**src/rtl/game_disp_pkg.sv**
```systemverilog
// Shared encodings for the guessing-game result display: game states and
// active-low seven-segment glyphs (bit7 = dp, bit0 = segment a).
package game_disp_pkg;

    typedef enum logic [1:0] {
        ST_IDLE   = 2'b00,
        ST_PLAY   = 2'b01,
        ST_RESULT = 2'b10,
        ST_RSVD   = 2'b11
    } game_state_e;

    localparam logic [7:0] SEG_BLANK = 8'hFF;
    localparam logic [7:0] SEG_Y     = 8'h91;
    localparam logic [7:0] SEG_A     = 8'h88;
    localparam logic [7:0] SEG_BANG  = 8'h7D;
    localparam logic [7:0] SEG_L     = 8'hC7;
    localparam logic [7:0] SEG_O     = 8'hA3;
    localparam logic [7:0] SEG_S     = 8'h92;
    localparam logic [7:0] SEG_E     = 8'h86;

endpackage

```
**src/rtl/seg_hex_decode.sv**
```systemverilog
// Nibble to active-low seven-segment pattern for hex digits 0-F; dp stays off.
module seg_hex_decode (
    input  logic [3:0] nibble,
    output logic [7:0] seg
);

    always_comb begin
        case (nibble)
            4'h0: seg = 8'hC0;
            4'h1: seg = 8'hF9;
            4'h2: seg = 8'hA4;
            4'h3: seg = 8'hB0;
            4'h4: seg = 8'h99;
            4'h5: seg = 8'h92;
            4'h6: seg = 8'h82;
            4'h7: seg = 8'hF8;
            4'h8: seg = 8'h80;
            4'h9: seg = 8'h90;
            4'hA: seg = 8'h88;
            4'hB: seg = 8'h83;
            4'hC: seg = 8'hC6;
            4'hD: seg = 8'hA1;
            4'hE: seg = 8'h86;
            default: seg = 8'h8E;
        endcase
    end

endmodule

```
**src/rtl/result_display_ctrl.sv**
```systemverilog
// Drives the HEX digits and LEDs from the game state: latches the round verdict on
// entry to RESULT, keeps saturating win/loss tallies, and runs its own LED chase and blink.
module result_display_ctrl
    import game_disp_pkg::*;
#(
    parameter int NUM_DIGITS  = 6,
    parameter int NUM_LEDS    = 7,
    parameter int GUESS_W     = 5,
    parameter int BLINK_TICKS = 4
) (
    input  logic                    clk,
    input  logic                    reset,
    input  logic                    tick,
    input  logic [1:0]              state,
    input  logic [GUESS_W-1:0]      guess,
    input  logic [GUESS_W-1:0]      target,
    output logic [8*NUM_DIGITS-1:0] hex_out,
    output logic [NUM_LEDS-1:0]     led_out,
    output logic                    is_win,
    output logic [7:0]              win_cnt,
    output logic [7:0]              loss_cnt
);

    localparam int BC_W = (BLINK_TICKS > 1) ? $clog2(BLINK_TICKS) : 1;

    logic [1:0]           prev_state;
    logic [GUESS_W-1:0]   tgt_q,   tgt_d;
    logic [NUM_LEDS-1:0]  chase,   chase_d;
    logic [BC_W-1:0]      blink_cnt, blink_cnt_d;
    logic                 blink_phase, blink_phase_d;
    logic                 is_win_d;
    logic [7:0]           win_cnt_d, loss_cnt_d;
    logic                 entry;
    logic [7:0]           tgt_byte;
    logic [7:0]           seg_tgt_hi, seg_tgt_lo, seg_cnt_hi, seg_cnt_lo;
    logic [8*NUM_DIGITS-1:0] hex_d;
    logic [NUM_LEDS-1:0]  led_d;

    // Round bookkeeping. The display is built from these next-state values so the
    // registered outputs show the new round exactly one cycle after the entry edge.
    always_comb begin
        // NOTE: every signal gets a default first so no path leaves it unassigned (no latch).
        entry         = (state == ST_RESULT) && (prev_state != ST_RESULT);
        is_win_d      = is_win;
        win_cnt_d     = win_cnt;
        loss_cnt_d    = loss_cnt;
        tgt_d         = tgt_q;
        chase_d       = chase;
        blink_cnt_d   = blink_cnt;
        blink_phase_d = blink_phase;

        if (entry) begin
            is_win_d = (guess == target);
            if (guess == target) begin
                if (win_cnt != 8'hFF) win_cnt_d = win_cnt + 8'd1;
            end else begin
                if (loss_cnt != 8'hFF) loss_cnt_d = loss_cnt + 8'd1;
            end
            tgt_d         = target;
            chase_d       = NUM_LEDS'(1);
            blink_cnt_d   = '0;
            blink_phase_d = 1'b0;
        end else if (state == ST_RESULT) begin
            if (tick) begin
                chase_d = {chase[NUM_LEDS-2:0], chase[NUM_LEDS-1]};
                if (BLINK_TICKS > 0) begin
                    if (32'(blink_cnt) == 32'(BLINK_TICKS - 1)) begin
                        blink_cnt_d   = '0;
                        blink_phase_d = ~blink_phase;
                    end else begin
                        blink_cnt_d = blink_cnt + BC_W'(1);
                    end
                end
            end
        end else begin
            blink_cnt_d   = '0;
            blink_phase_d = 1'b0;
        end
    end

    assign tgt_byte = 8'(tgt_d);

    seg_hex_decode u_tgt_hi (.nibble(tgt_byte[7:4]),  .seg(seg_tgt_hi));
    seg_hex_decode u_tgt_lo (.nibble(tgt_byte[3:0]),  .seg(seg_tgt_lo));
    seg_hex_decode u_cnt_hi (.nibble(win_cnt_d[7:4]), .seg(seg_cnt_hi));
    seg_hex_decode u_cnt_lo (.nibble(win_cnt_d[3:0]), .seg(seg_cnt_lo));

    always_comb begin
        hex_d = {NUM_DIGITS{SEG_BLANK}};
        led_d = '0;
        case (state)
            ST_PLAY: begin
                hex_d[15:0] = {seg_cnt_hi, seg_cnt_lo};
            end
            ST_RESULT: begin
                hex_d[15:0] = {seg_tgt_hi, seg_tgt_lo};
                if (!blink_phase_d) begin
                    hex_d[47:16] = is_win_d ? {SEG_Y, SEG_A, SEG_Y, SEG_BANG}
                                            : {SEG_L, SEG_O, SEG_S, SEG_E};
                end
                led_d = is_win_d ? chase_d : '0;
            end
            default: begin
                led_d = '1;
            end
        endcase
    end

    always_ff @(posedge clk) begin
        // NOTE: sequential state uses non-blocking assignments so all registers update together.
        if (reset) begin
            prev_state  <= ST_IDLE;
            tgt_q       <= '0;
            chase       <= '0;
            blink_cnt   <= '0;
            blink_phase <= 1'b0;
            is_win      <= 1'b0;
            win_cnt     <= 8'h00;
            loss_cnt    <= 8'h00;
            hex_out     <= {NUM_DIGITS{SEG_BLANK}};
            led_out     <= '0;
        end else begin
            prev_state  <= state;
            tgt_q       <= tgt_d;
            chase       <= chase_d;
            blink_cnt   <= blink_cnt_d;
            blink_phase <= blink_phase_d;
            is_win      <= is_win_d;
            win_cnt     <= win_cnt_d;
            loss_cnt    <= loss_cnt_d;
            hex_out     <= hex_d;
            led_out     <= led_d;
        end
    end

endmodule
```
**config.mk**
```make
export PLATFORM = sky130hd
export DESIGN_NAME = result_display_ctrl
export DESIGN_NICKNAME = d
export VERILOG_FILES = /design/src/rtl/game_disp_pkg.sv /design/src/rtl/seg_hex_decode.sv /design/src/rtl/result_display_ctrl.sv
export SDC_FILE = /design/constraint.sdc
export NUM_CORES = 1
export LEC_CHECK = 0
export CORE_ASPECT_RATIO = 1.4
export CORE_MARGIN = 2
export CORE_UTILIZATION = 40
export DETAILED_ROUTE_END_ITERATION = 10
export PLACE_DENSITY = 0.74
export SLEW_MARGIN = 20
export SYNTH_ARGS = -nofsm -noshare
export SYNTH_HDL_FRONTEND = slang
export SYNTH_SLANG_ARGS = --single-unit
```
**constraint.sdc**
```tcl
create_clock -name clk -period 3.75 [get_ports clk]
set_clock_uncertainty 0.15 [all_clocks]
set_input_delay 0.75 -clock clk [delete_from_list [all_inputs] [get_ports clk]]
set_output_delay 0.75 -clock clk [all_outputs]
set_load 0.02 [all_outputs]
```
==> results.sh, run 1 <==
export IMPL_status="complete, no violations"
export IMPL_max_cap_viol_count=0
export IMPL_die_x_um=84.04
export IMPL_htree_levels=3
export IMPL_timing_fmax_mhz=288.8
export IMPL_cp_cell_sequence="clkdlybuf4s50_1, inv_1, ha_1, nand4_2, nor3b_1, buf_4, mux2i_1, inv_1, ha_1, mux2_2, a22oi_1, nand4_1, a31o_2, nand3_1, a221o_1"
export IMPL_total_leakage_power_nw=2.008
export IMPL_clock_sinks=58
export IMPL_synth_seq_area_share=0.3237
export IMPL_cts_resized=0
export IMPL_clock_latency_ns=0.33
export IMPL_clockBufferDepth=2
export IMPL_slew_violations=0
export IMPL_n_antenna_cell=0
export IMPL_cp_arrival_ns=3.59
export IMPL_grt_pass1_vias=3139
export IMPL_hold_path_startpoint="tgt_q[4]"
export IMPL_endpoint_kind="register"
export IMPL_critPathLaunch="state[0]"
export IMPL_syn_to_final_growth_pct=32.54
export IMPL_wl_per_cell_um=14.67
export IMPL_die_area_mm2=0.009752
export IMPL_synth_area_leaders="dfxtp_1 32%, ha_1 9.1%, mux2i_1 7.3%"
export IMPL_antenna_found_initial=0
export IMPL_async_reset_ff_frac=0
export IMPL_worst_setup_path_type="input pin to register"
export IMPL_synthDominantCellAreaShare=0.3237
export IMPL_worst_path_max_delay_cell="clkdlybuf4s50_1"
export IMPL_fin_tns_setup_ns=0
export IMPL_mappedNetlistArea_mm2=0.003587
export IMPL_gr_total_overflow=0
export IMPL_ys_flop_type="dfxtp_1"
export IMPL_fillers=773
export IMPL_post_route_period_util=0.9233
export IMPL_postCtsSetupBuffers=0
export IMPL_detail_route_antenna_nets=0
export IMPL_grt_first_pass_wirelength_um=14650
export IMPL_vias=3154
export IMPL_cp_start_kind="input pin"
export IMPL_io_pins=87
export IMPL_hold_class="register to register"
export IMPL_syn_avg_cell_area_um2=8.879
export IMPL_yosysUniqueCellTypes=55
export IMPL_crit_path_max_fanout=7
export IMPL_whs_ns=0.3427
export IMPL_hold_viol_final=0
export IMPL_synth_top_cell_by_area="dfxtp_1"
export IMPL_syn_inst=404
export IMPL_cts_clk_slew_worst_paths_ns=0.05
export IMPL_drt_iter0_markers=162
export IMPL_cts_tree="yes"
export IMPL_num_rows=40
export IMPL_cts_root_buf="clkbuf_16"
export IMPL_layout_min_cycle_time_ns=3.462
export IMPL_grt_setup_unrepaired="no"
export IMPL_grt_use_total=0.1857
export IMPL_grt_max_degree=37
export IMPL_irDropWorstVdd_v=0.0002902
export IMPL_routed_wl_um=8654
export IMPL_mostFrequentLayoutCells="78 x clkdlybuf4s50_1, 58 x dfxtp_1, 43 x nor2_1"
export IMPL_hpwl_um=6316
export IMPL_yosys_warnings=0
export IMPL_coreArea_mm2=0.008658
export IMPL_synth_edf_count=0
export IMPL_drtPass1Iterations=5
export IMPL_p_per_area_mw_per_mm2=376.4
export IMPL_finalSetupViolCount=0
export IMPL_avgViaCountPerCell=5.346
export IMPL_port_buffers=78
export IMPL_cts_inserted_buffers=9
export IMPL_synth_seq_cells=58
export IMPL_r2r_start="win_cnt[6]"
export IMPL_die_h_um=116.1
export IMPL_initial_core_util=0.4143
export IMPL_nets=521
export IMPL_place_congestion=0.8807
export IMPL_final_common_cell="clkdlybuf4s50_1"
export IMPL_crit_required_ns=3.88
export IMPL_cts_hold_buf=0
export IMPL_drc=0
export IMPL_drive_gt1_frac=0.1505
export IMPL_slowest_delay_ns=0.43
-- sequential cells by signal (all words and copies together) (netlist names) --
name         cells
tgt_q            5
blink_phase      1
prev_state       2
is_win           1
loss_cnt         8
blink_cnt        2
win_cnt          8
hex_out         17
led_out          7
chase            7
-- cells by family (layout without fill, tap and decap cells) --
kind of cell / Yosys count / after routing / share of synthesized area
simple gates: 134 / 134 / 0.1884
xor+xnor: 14 / 14 / 0.04779
other cells: 1 / 8 / 0.001045
flops: 58 / 58 / 0.3237
compound gates: 65 / 65 / 0.1207
buf+inv: 66 / 140 / 0.1050
mux: 40 / 40 / 0.1228
fa+ha+maj: 26 / 26 / 0.09069
-- per-stage QoR --
| step | utilization | std cells | area (µm²) | total power (W) | setup slack [ns] |
|---|---|---|---|---|---|
| 6_report | 0.5491 | 590 | 4755 | 0.001790 | 0.2877 |
| 5_1_grt | 0.5491 | 590 | 4755 | 0.001841 | 0.01234 |
| 3_3_place_gp | 0.5113 | 574 | 4427 | 0.0009033 | 0.09224 |
| 3_5_place_dp | 0.5113 | 574 | 4427 | 0.0009062 | 0.03515 |
| 4_1_cts | 0.5491 | 590 | 4755 | 0.001801 | 0.3235 |
| 2_1_floorplan | - | 411 | 3613 | 0.0008149 | 0.2749 |
-- critical path, delay by kind of cell --
family,cells,cell delay [ns]
compound gates,3,0.50
fa+ha+maj,2,0.48
buf+inv,4,0.80
mux,2,0.51
simple gates,4,0.54
-- synth_stat cells (2+ instances only) --
master     n
buf_4     33
nand2b_1   6
a31o_2     2
nand3_1   13
o311ai_0   2
xnor2_1    3
a221o_1    2
nor3_1    12
inv_1     18
nor2_1    43
xnor2_2    4
and3_1     4
o211ai_1   6
a221oi_1   2
buf_2      4
ha_1      26
nand4_1    6
a31oi_1    7
buf_1      2
clkbuf_1   9
or4_1      2
or2_2      5
mux2i_1   26
nor3b_1    2
o22ai_1    4
mux2_2    12
or3_1      5
xor2_1     6
dfxtp_1   58
and4_1     3
nand2_1   25
a21oi_1   10
o221ai_1   3
a21o_1     3
o21ai_0   16
-- final timing paths --
path / to / slack, ns / depth (start not counted)
hold / removal: tgt_q[4] / 0.34 / 2
hold reg to reg: tgt_q[4] / 0.34 / 2
setup / recovery: hex_out[4] / 0.29 / 15
setup reg to reg: hex_out[4] / 0.67 / 13
-- routing by layer --
| layer | vias to the layer above | GRT usage | routed length (µm) |
|---|---|---|---|
| li1 | 1551 | - | - |
| met1 | 1487 | 0.2051 | 3505 |
| met2 | 102 | 0.3471 | 4588 |
| met3 | 14 | 0.03561 | 397 |
| met4 | 0 | 0.07634 | 162 |
| met5 | - | 0 | 0 |
-- layout make-up --
type / count / area [µm²] / area share
clock buffers: 9 / 225.2 / 0.04737
clock inverters: 7 / 102.6 / 0.02158
inverters: 18 / 67.56 / 0.01421
multi-input cells: 287 / 2076 / 0.4366
flip-flops and latches: 58 / 1161 / 0.2442
well taps: 105 / 131.4 / 0.02763
repair buffers: 106 / 991.0 / 0.2084
-- where the power goes --
| part | internal [W] | switching (W) | total, W |
|---|---|---|---|
| registers | 0.000641 | 0.0000102 | 0.000651 |
| clock network | 0.000586 | 0.000308 | 0.000894 |
| logic | 0.000111 | 0.000134 | 0.000244 |
No activity file was read; power rests on OpenSTA's default activity.
==> run 2: changes to the inputs <==
--- a/config.mk
+++ b/config.mk
@@ -7,9 +7,9 @@
 export LEC_CHECK = 0
 export CORE_ASPECT_RATIO = 1.4
 export CORE_MARGIN = 2
-export CORE_UTILIZATION = 40
+export CORE_UTILIZATION = 50
 export DETAILED_ROUTE_END_ITERATION = 10
-export PLACE_DENSITY = 0.74
+export PLACE_DENSITY = 0.88
 export SLEW_MARGIN = 20
 export SYNTH_ARGS = -nofsm -noshare
 export SYNTH_HDL_FRONTEND = slang
==> constraint.sdc (replaced) <==
create_clock -name clk -period 3.9 [get_ports clk]
set_clock_uncertainty 0.15 [all_clocks]
set_input_delay 0.78 -clock clk [delete_from_list [all_inputs] [get_ports clk]]
set_output_delay 0.78 -clock clk [all_outputs]
set_load 0.01 [all_outputs]
==> run 2 against run 1 <==
  * Global-route usage up 4.3 points
  * Highest routed layer unchanged
  * Critical path type unchanged
  * First-iteration DRC count grew 32%
  * Sequential share of layout area is 0.58 points higher
  * Largest power group unchanged
  * Die area shrank 19%
==> results.sh, run 2 (synthesis results as in run 1) <==
export IMPL_cp_endpoint="hex_out[4]"
export IMPL_path_buf_inv=3
export IMPL_cts_inserted_buffers=9
export IMPL_num_rows=36
export IMPL_syn_to_final_growth_pct=29.47
export IMPL_critPathLaunch="target[4]"
export IMPL_drtPass1Iterations=5
export IMPL_cts_hold_buf=0
export IMPL_drive_gt1_frac=0.1399
export IMPL_port_buffers=78
export IMPL_cts_root_buf="clkbuf_8"
export IMPL_met3_usage=0.05039
export IMPL_fin_tns_setup_ns=0
export IMPL_io_pins=87
export IMPL_grt_use_total=0.2289
export IMPL_grt_pass1_vias=3072
export IMPL_cp_depth=14
export IMPL_post_route_period_util=0.8975
export IMPL_die_x_um=75.59
export IMPL_grt_setup_unrepaired="no"
export IMPL_hold_viol_final=0
export IMPL_timing_fmax_mhz=285.7
export IMPL_hold_path_startpoint="loss_cnt[5]"
export IMPL_slew_violations=0
export IMPL_vias=3211
export IMPL_cts_resized=0
export IMPL_max_slew_margin=0.6686
export IMPL_max_cap_viol_count=0
export IMPL_cts_tree="yes"
export IMPL_wl_per_cell_um=15.27
export IMPL_r2r_end="hex_out[4]"
export IMPL_grt_max_degree=37
export IMPL_drt_iter0_markers=214
export IMPL_layout_min_cycle_time_ns=3.500
export IMPL_whs_ns=0.3580
export IMPL_worst_path_max_delay_cell="clkdlybuf4s50_1"
export IMPL_clock_sinks=58
export IMPL_routed_wl_um=8764
export IMPL_rr_worst_depth=14
export IMPL_worst_setup_path_type="input pin to register"
export IMPL_status="complete, no violations"
export IMPL_clock_latency_ns=0.35
export IMPL_antenna_found_initial=0
export IMPL_finalSetupViolCount=0
export IMPL_p_per_area_mw_per_mm2=342.8
export IMPL_rrSetupSlack_ns=0.50
export IMPL_clockBufferDepth=2
export IMPL_multi_input_area_mm2=0.002076
export IMPL_gr_total_overflow=0
export IMPL_crit_path_max_fanout=11
export IMPL_endpoint_kind="register"
export IMPL_cp_arrival_ns=3.64
export IMPL_htree_levels=3
export IMPL_initial_core_util=0.5171
export IMPL_hpwl_um=6592
export IMPL_critical_path_top_delay_family="buffers and inverters"
export IMPL_die_h_um=104.2
export IMPL_cp_start_kind="input pin"
export IMPL_n_antenna_cell=0
export IMPL_grt_first_pass_wirelength_um=14100
export IMPL_mostFrequentLayoutCells="78 x clkdlybuf4s50_1, 58 x dfxtp_1, 43 x nor2_1"
export IMPL_regArea_mm2=0.001161
export IMPL_die_area_mm2=0.007877
export IMPL_drc=0
export IMPL_cts_clk_slew_worst_paths_ns=0.07
export IMPL_avgViaCountPerCell=5.594
export IMPL_cp_cell_sequence="clkdlybuf4s50_1, xnor2_2, nand3_4, nor3b_1, buf_4, mux2i_1, inv_1, ha_1, nor2_1, a221oi_1, mux2_2, a311o_1, nand3_1, a221o_1"
export IMPL_total_leakage_power_nw=1.957
export IMPL_top_usage_layer="met2"
export IMPL_worstMarginPinSlew_ns=0.4953
export IMPL_reg_top3="hex_out: 17 flops, loss_cnt: 8 flops, win_cnt: 8 flops"
export IMPL_met1_usage=0.2413
export IMPL_final_common_cell="clkdlybuf4s50_1"
export IMPL_met2_usage=0.4124
export IMPL_place_congestion=0.9518
export IMPL_irDropWorstVdd_v=0.0002689
export IMPL_nets=515
export IMPL_crit_required_ns=4.04
export IMPL_fillers=559
export IMPL_slowest_delay_ns=0.47
export IMPL_postCtsSetupBuffers=0
export IMPL_largest_register="hex_out"
export IMPL_r2r_start="win_cnt[0]"
export IMPL_largest_reg_flops=17
export IMPL_hold_class="register to register"
export IMPL_detail_route_antenna_nets=0
export IMPL_coreArea_mm2=0.006937
==> run 2: cell types whose count changed in the layout (fill, tap and decap cells not counted) <==
cell / previous run / this run
clkbuf_16: 9 / 0
clkinvlp_4: 1 / 0
bufinv_16: 2 / 4
inv_6: 1 / 0
buf_4: 28 / 22
clkbuf_8: 0 / 10
clkinv_4: 3 / 2
==> run 2: area by class of cell <==
| cell class | instances | area share |
|---|---|---|
| Timing Repair Buffer | 100 | 0.2037 |
| Tap cell | 95 | 0.02559 |
| Clock inverter | 6 | 0.02963 |
| Multi-Input combinational cell | 287 | 0.4469 |
| Sequential cell | 58 | 0.2500 |
| Inverter | 18 | 0.01455 |
| Clock buffer | 10 | 0.02963 |
==> run 2: routing by layer <==
metal	wire length (µm)	share of wire
met2	4768	0.54
met1	3249	0.37
met5	0	0
met3	488	0.056
met4	258	0.029
==> run 2: power breakdown <==
part	internal (W)	total, W	switching, W
Combinational	0.000105	0.000212	0.000108
Sequential	0.000616	0.000626	0.00000992
Clock	0.000508	0.000754	0.000246
Total	0.00123	0.00159	0.000363
==> run 2: worst min path at each step <==
stage / to / depth (start not counted)
6_report: loss_cnt[5] / 2
5_1_grt: loss_cnt[7] / 2
4_1_cts: loss_cnt[5] / 2
3_5_place_dp: loss_cnt[5] / 2
3_3_place_gp: blink_cnt[1] / 2
2_1_floorplan: tgt_q[4] / 2
==> run 2: tightest hold or removal path: stages (launching register included) <==
cell and delay [ns]:
dfxtp_1 0.32, o21ai_0 0.08, a21oi_1 0.06
==> run 2: through the flow <==
stage	setup WS [ns]	std cells	instance area (µm²)	util	power [W]
5_1_grt	0.1059	574	4644	0.6696	0.001636
3_3_place_gp	0.2045	558	4369	0.6299	0.0008418
4_1_cts	0.4287	574	4644	0.6696	0.001596
2_1_floorplan	0.3949	411	3613	-	0.0007606
6_report	0.3996	574	4644	0.6696	0.001592
3_5_place_dp	0.1170	558	4369	0.6299	0.0008478
